$ cat config.mk
export PLATFORM = sky130hd
export DESIGN_NAME = switch_allocator
export DESIGN_NICKNAME = d
export VERILOG_FILES = /design/src/rtl/noc_pkg.sv /design/src/rtl/sa_out_arbiter.sv /design/src/rtl/switch_allocator.sv
export SDC_FILE = /design/constraint.sdc
export NUM_CORES = 1
export LEC_CHECK = 0
export BUFFER_PORTS_ARGS = -buffer_cell sky130_fd_sc_hd__buf_2
export CORE_MARGIN = 3
export CORE_UTILIZATION = 47
export DETAILED_ROUTE_END_ITERATION = 8
export PLACE_DENSITY = 0.7
export SKIP_LAST_GASP = 1
export SYNTH_ARGS = -nofsm -noshare
export SYNTH_HDL_FRONTEND = slang
export SYNTH_SLANG_ARGS = --single-unit
$ cat constraint.sdc
create_clock -name clk -period 10.8 [get_ports clk]
set_input_delay 1.62 -clock clk [delete_from_list [all_inputs] [get_ports clk]]
set_output_delay 1.62 -clock clk [all_outputs]
set_load 0.02 [all_outputs]
$ cat src/rtl/noc_pkg.sv
// Shared NoC router definitions: port indices, crossbar select codes and
// the output-arbiter state type used by the switch allocator.
package noc_pkg;

  localparam int NUM_PORTS = 5;

  // Input side: E, W, N, S, Inject. Output side: E, W, N, S, Eject.
  localparam int PORT_E   = 0;
  localparam int PORT_W   = 1;
  localparam int PORT_N   = 2;
  localparam int PORT_S   = 3;
  localparam int PORT_INJ = 4;
  localparam int PORT_EJ  = 4;

  // Crossbar select width; code 7 makes the crossbar drive zero.
  localparam int         SEL_W    = 3;
  localparam logic [2:0] SEL_IDLE = 3'd7;

  typedef enum logic {
    ARB_IDLE   = 1'b0,
    ARB_LOCKED = 1'b1
  } arb_state_e;

endpackage

$ cat src/rtl/sa_out_arbiter.sv
// One output port's arbiter: round-robin among candidate inputs, then holds
// the output for the winner until its tail flit crosses (wormhole lock).
// Optional SA_LOCK_TIMEOUT_EN: a lock starved of grants for TIMEOUT_CYCLES
// cycles is force-released with a one-cycle timeout_o pulse.
module sa_out_arbiter
  import noc_pkg::*;
#(
  parameter int TIMEOUT_CYCLES = 16
) (
  input  logic                 clk,
  input  logic                 rst,
  input  logic [NUM_PORTS-1:0] cand_i,   // req & dest match & out_ready
  input  logic [NUM_PORTS-1:0] tail_i,
  output logic [SEL_W-1:0]     sel_o,
  output logic [NUM_PORTS-1:0] gnt_o,
  output logic                 timeout_o
);

  if (TIMEOUT_CYCLES < 1) begin : g_bad_timeout
    $error("TIMEOUT_CYCLES must be at least 1");
  end

  arb_state_e  st_q, st_d;
  logic [2:0]  own_q, own_d;
  logic [2:0]  ptr_q, ptr_d;
  logic        found;
  logic [2:0]  pick;
  logic [3:0]  idx;

`ifdef SA_LOCK_TIMEOUT_EN
  localparam int CW = $clog2(TIMEOUT_CYCLES + 1);
  localparam logic [CW-1:0] TO_MAX = CW'(TIMEOUT_CYCLES);
  logic [CW-1:0] cnt_q, cnt_d;
`endif

  // Round-robin pick, lock tracking and select/grant generation.
  always_comb begin
    st_d      = st_q;
    own_d     = own_q;
    ptr_d     = ptr_q;
    sel_o     = SEL_IDLE;
    gnt_o     = '0;
    timeout_o = 1'b0;
    found     = 1'b0;
    pick      = '0;
    idx       = '0;
`ifdef SA_LOCK_TIMEOUT_EN
    cnt_d     = cnt_q;
`endif
    // Search starts one past the last winner and wraps mod NUM_PORTS.
    for (int k = 1; k <= NUM_PORTS; k++) begin
      idx = {1'b0, ptr_q} + 4'(k);
      if (idx >= 4'(NUM_PORTS)) idx = idx - 4'(NUM_PORTS);
      if (!found && cand_i[idx[2:0]]) begin
        found = 1'b1;
        pick  = idx[2:0];
      end
    end
    case (st_q)
      ARB_IDLE: begin
        if (found) begin
          sel_o       = pick;
          gnt_o[pick] = 1'b1;
          ptr_d       = pick;
          if (!tail_i[pick]) begin
            st_d  = ARB_LOCKED;
            own_d = pick;
`ifdef SA_LOCK_TIMEOUT_EN
            cnt_d = '0;
`endif
          end
        end
      end
      ARB_LOCKED: begin
`ifdef SA_LOCK_TIMEOUT_EN
        if (cnt_q == TO_MAX) begin
          timeout_o = 1'b1;
          st_d      = ARB_IDLE;
        end else if (cand_i[own_q]) begin
          sel_o        = own_q;
          gnt_o[own_q] = 1'b1;
          cnt_d        = '0;
          if (tail_i[own_q]) st_d = ARB_IDLE;
        end else begin
          cnt_d = cnt_q + CW'(1);
        end
`else
        if (cand_i[own_q]) begin
          sel_o        = own_q;
          gnt_o[own_q] = 1'b1;
          if (tail_i[own_q]) st_d = ARB_IDLE;
        end
`endif
      end
      default: st_d = ARB_IDLE;
    endcase
    // Outputs are quiet throughout reset regardless of requests.
    if (rst) begin
      sel_o     = SEL_IDLE;
      gnt_o     = '0;
      timeout_o = 1'b0;
    end
  end

  // State registers; ptr resets to 4 so the first search begins at E.
  always_ff @(posedge clk) begin
    if (rst) begin
      st_q  <= ARB_IDLE;
      own_q <= '0;
      ptr_q <= 3'd4;
`ifdef SA_LOCK_TIMEOUT_EN
      cnt_q <= '0;
`endif
    end else begin
      st_q  <= st_d;
      own_q <= own_d;
      ptr_q <= ptr_d;
`ifdef SA_LOCK_TIMEOUT_EN
      cnt_q <= cnt_d;
`endif
    end
  end

endmodule

$ cat src/rtl/switch_allocator.sv
// Per-router switch allocator: zero-cycle crossbar selects and input grants.
// One sa_out_arbiter per output port. Optional SA_LOCK_TIMEOUT_EN enables
// forced release of starved wormhole locks (lock_timeout pulses).
module switch_allocator
  import noc_pkg::*;
#(
  parameter int TIMEOUT_CYCLES = 16
) (
  input  logic                   clk,
  input  logic                   rst,
  input  logic [NUM_PORTS-1:0]   req,
  input  logic [3*NUM_PORTS-1:0] dest,
  input  logic [NUM_PORTS-1:0]   tail,
  input  logic [NUM_PORTS-1:0]   out_ready,
  output logic [SEL_W-1:0]       S_E,
  output logic [SEL_W-1:0]       S_W,
  output logic [SEL_W-1:0]       S_N,
  output logic [SEL_W-1:0]       S_S,
  output logic [SEL_W-1:0]       S_Ejec,
  output logic [NUM_PORTS-1:0]   grant,
  output logic [NUM_PORTS-1:0]   lock_timeout
);

  logic [NUM_PORTS-1:0][NUM_PORTS-1:0] cand;   // [output][input]
  logic [NUM_PORTS-1:0][NUM_PORTS-1:0] gnt_m;  // [output][input]
  logic [NUM_PORTS-1:0][SEL_W-1:0]     sel;

  // Candidate mask per output; invalid dest codes 5..7 match no output.
  always_comb begin
    cand = '0;
    for (int o = 0; o < NUM_PORTS; o++)
      for (int i = 0; i < NUM_PORTS; i++)
        cand[o][i] = req[i] && (dest[3*i +: 3] == 3'(o)) && out_ready[o];
  end

  for (genvar o = 0; o < NUM_PORTS; o++) begin : g_arb
    sa_out_arbiter #(.TIMEOUT_CYCLES(TIMEOUT_CYCLES)) u_arb (
      .clk       (clk),
      .rst       (rst),
      .cand_i    (cand[o]),
      .tail_i    (tail),
      .sel_o     (sel[o]),
      .gnt_o     (gnt_m[o]),
      .timeout_o (lock_timeout[o])
    );
  end

  // Each input targets one output, so OR-ing per-output grants is exact.
  always_comb begin
    grant = '0;
    for (int o = 0; o < NUM_PORTS; o++) grant = grant | gnt_m[o];
  end

  assign S_E    = sel[PORT_E];
  assign S_W    = sel[PORT_W];
  assign S_N    = sel[PORT_N];
  assign S_S    = sel[PORT_S];
  assign S_Ejec = sel[PORT_EJ];

endmodule

==> results_dict.tcl <==
set metrics [dict create \
    drive_above_1_share 0.112 \
    cts_setup_buffers 0 \
    finalSetupViolCount 0 \
    worst_pin_slew_ns 1.03 \
    initial_core_util 0.488 \
    firstDrtPassIters 7 \
    hold_viol 0 \
    synthArstFlopShare 0 \
    critPathKind "flip-flop to primary output" \
    leakagePower_nw 3.23 \
    period_minus_slack_ns 7.03 \
    core-area_mm2 0.0162 \
    io_pins 57 \
    synth_top_cell_by_area "dfxtp_1" \
    cts-root-buf "clkbuf_16" \
    viasPerCell 6.58 \
    grt_pass1_vias 7941 \
    ys_seq_elements 35 \
    synthCells 1100 \
    h-tree-depth 2 \
    grt_max_degree 39 \
    synthTopCellsByCount "nand2_1, nor2_1, a21oi_1" \
    postPlaceCellArea_mm2 0.00820 \
    cts_tree "built" \
    fill_cells 1616 \
    irDropWorstVdd_mv 0.126 \
    areaGrowthSynthToFinish_pct 5.66 \
    startpoint_type "flip-flop" \
    cp-end-kind "primary output" \
    die_area_mm2 0.0184 \
    fin_tns_setup_ns 0 \
    netlist_area_mm2 0.00789 \
    synth_cell_types 106 \
    maxCapViolCount 0 \
    status "complete, no violations" \
    numCtsBuffers 5 \
    globalplace.congestion 0.955 \
    maxSlewViolCount 0 \
    avgSynthCellArea_um2 7.17 \
    design_area_mm2 0.00834 \
    route.vias.total 8733 \
    ys.flop_type "dfxtp_1" \
    hp-class "flip-flop to flip-flop" \
    die_y_um 136 \
    place_hpwl_um 19800 \
    power.total_mw 2.05 \
    route.final.wire_length_um 25300 \
    clock_latency_ns 0.29 \
    die_w_um 136 \
    antenna_found_initial 0 \
    grt_first_pass_wirelength_um 40500 \
    clkSinkCount 35 \
    fin_skew_ns 0.00733 \
    critPathMaxFanout 19 \
    timing.hold.ws_ns 0.504 \
    portBuffers 51 \
    diodes 0 \
    track_usage 0.268 \
    ant_nets 0 \
    wl_per_cell_um 19.1 \
    grt_setup_unrepaired "false" \
    post-route-util 0.516 \
    clkSlewWorstSetupHoldPaths_ns 0.06 \
    slew-limit-headroom 0.305 \
    multiInputGateArea_mm2 0.00673 \
    synth.most_common_cell "nand2_1" \
    regToRegSetupSlack_ns 5.52 \
    synth_edf_count 0 \
    drt_iter0_drc 990 \
    synth-seq-area-share 0.0888 \
    nNetsFinal 1197 \
    clockBufferDepth 2 \
    timing.final.crit_share 0.651 \
    cts_hold_buf 0 \
    grt.overflow.total 0 \
    max_clock_freq_ghz 0.142 \
    synth_area_leaders "dfxtp_1, ha_1, mux2i_1, a21oi_1, nand2_1" \
    arrival_ns 5.41 \
    placementRows 46 \
    critical_path_required_ns 9.18 \
    powerDensity_mw_per_mm2 246 \
    drcViolationCount 0 \
    final-seq-area_um2 701 \
    synth_warnings 0 \
    synth_top_cell_area_share 0.0888 \
    post_cts_resized 0 \
]
[worst max-delay path: stages (launching register included)]
cell and delay, ns:
dfxtp_1 0.74, inv_1 0.32, ha_1 0.65, inv_1 0.23, o41ai_2 0.40, nor2b_1 0.15
mux2_4 0.37, a2111oi_4 0.35, nand2_1 0.17, or4_1 0.44, o211a_1 0.25, nor2b_1 0.18
o21ai_0 0.38, a41oi_1 0.26, buf_2 0.23
[logic make-up (layout without fill, tap and decap cells)]
family | Yosys count | after routing | share of synthesized area
xor gates and xnor gates | 22 | 22 | 0.0244
other | 1 | 5 | 0.000475
buffers and inverters | 115 | 122 | 0.0602
and+or+nand+nor | 457 | 457 | 0.318
AOI/OAI and AO/OA | 356 | 356 | 0.323
adders and majority gates | 55 | 55 | 0.0920
DFF | 35 | 35 | 0.0888
muxes | 59 | 59 | 0.0929
[per-layer routing]
| layer | routed length [um] | GRT usage | vias up |
|---|---|---|---|
| met5 | 0 | 0 | - |
| met4 | 1060 | 0.109 | 0 |
| met3 | 1610 | 0.0297 | 75 |
| met2 | 11400 | 0.436 | 397 |
| met1 | 11200 | 0.361 | 4074 |
| li1 | - | - | 4187 |
[per-stage QoR]
step / std cells / setup slack, ns
6_report: 1327 / 3.77
5_1_grt: 1327 / 3.44
4_1_cts: 1327 / 3.85
3_5_place_dp: 1319 / 3.86
3_3_place_gp: 1319 / 3.91
2_1_floorplan: 1104 / 4.59
[cell usage in the layout, fill, tap and decap left out, drive strengths merged, types with 16 or more instances in the layout]
cell type | netlist | final
inv | 60 | 60
ha | 50 | 50
o21ai | 62 | 62
nand2 | 86 | 86
nor2b | 27 | 27
dfxtp | 35 | 35
a31oi | 26 | 26
nor2 | 82 | 82
a21oi | 75 | 75
nor3 | 35 | 35
nand3 | 45 | 45
buf | 18 | 53
mux2i | 38 | 38
or2 | 16 | 16
and3 | 16 | 16
nand2b | 27 | 27
and2 | 21 | 21
o22ai | 20 | 20
[report_power, final]
group	switching [mW]	internal (mW)	leakage, nW	total [mW]
Sequential	0.105	0.163	0.285	0.268
Combinational	1.02	0.625	2.88	1.64
Clock	0.0568	0.0853	0.0679	0.142
[cell type report]
cell class / instances / area share
Clock inverter: 1 / 0.000600
Tap cell: 216 / 0.0324
Multi-Input combinational cell: 954 / 0.807
Clock buffer: 7 / 0.0159
Sequential cell: 35 / 0.0840
Inverter: 61 / 0.0275
Timing Repair Buffer: 53 / 0.0324
[path summary, 6_finish.rpt]
| path | from | end | depth (start not counted) |
|---|---|---|---|
| max | g_arb[4].u_arb.ptr_q[0] | grant[2] | 14 |
| min | g_arb[3].u_arb.st_q | g_arb[3].u_arb.st_q | 2 |
| max reg2reg | g_arb[3].u_arb.ptr_q[0] | g_arb[3].u_arb.own_q[1] | 14 |
| min reg2reg | g_arb[3].u_arb.st_q | g_arb[3].u_arb.st_q | 2 |
[registers in the layout, summed over array words and instances, names as in the netlist]
signal             cells
g_arb.u_arb.st_q       5
g_arb.u_arb.own_q     15
g_arb.u_arb.ptr_q     15
Note: power is estimated with default switching activity, not from simulation.
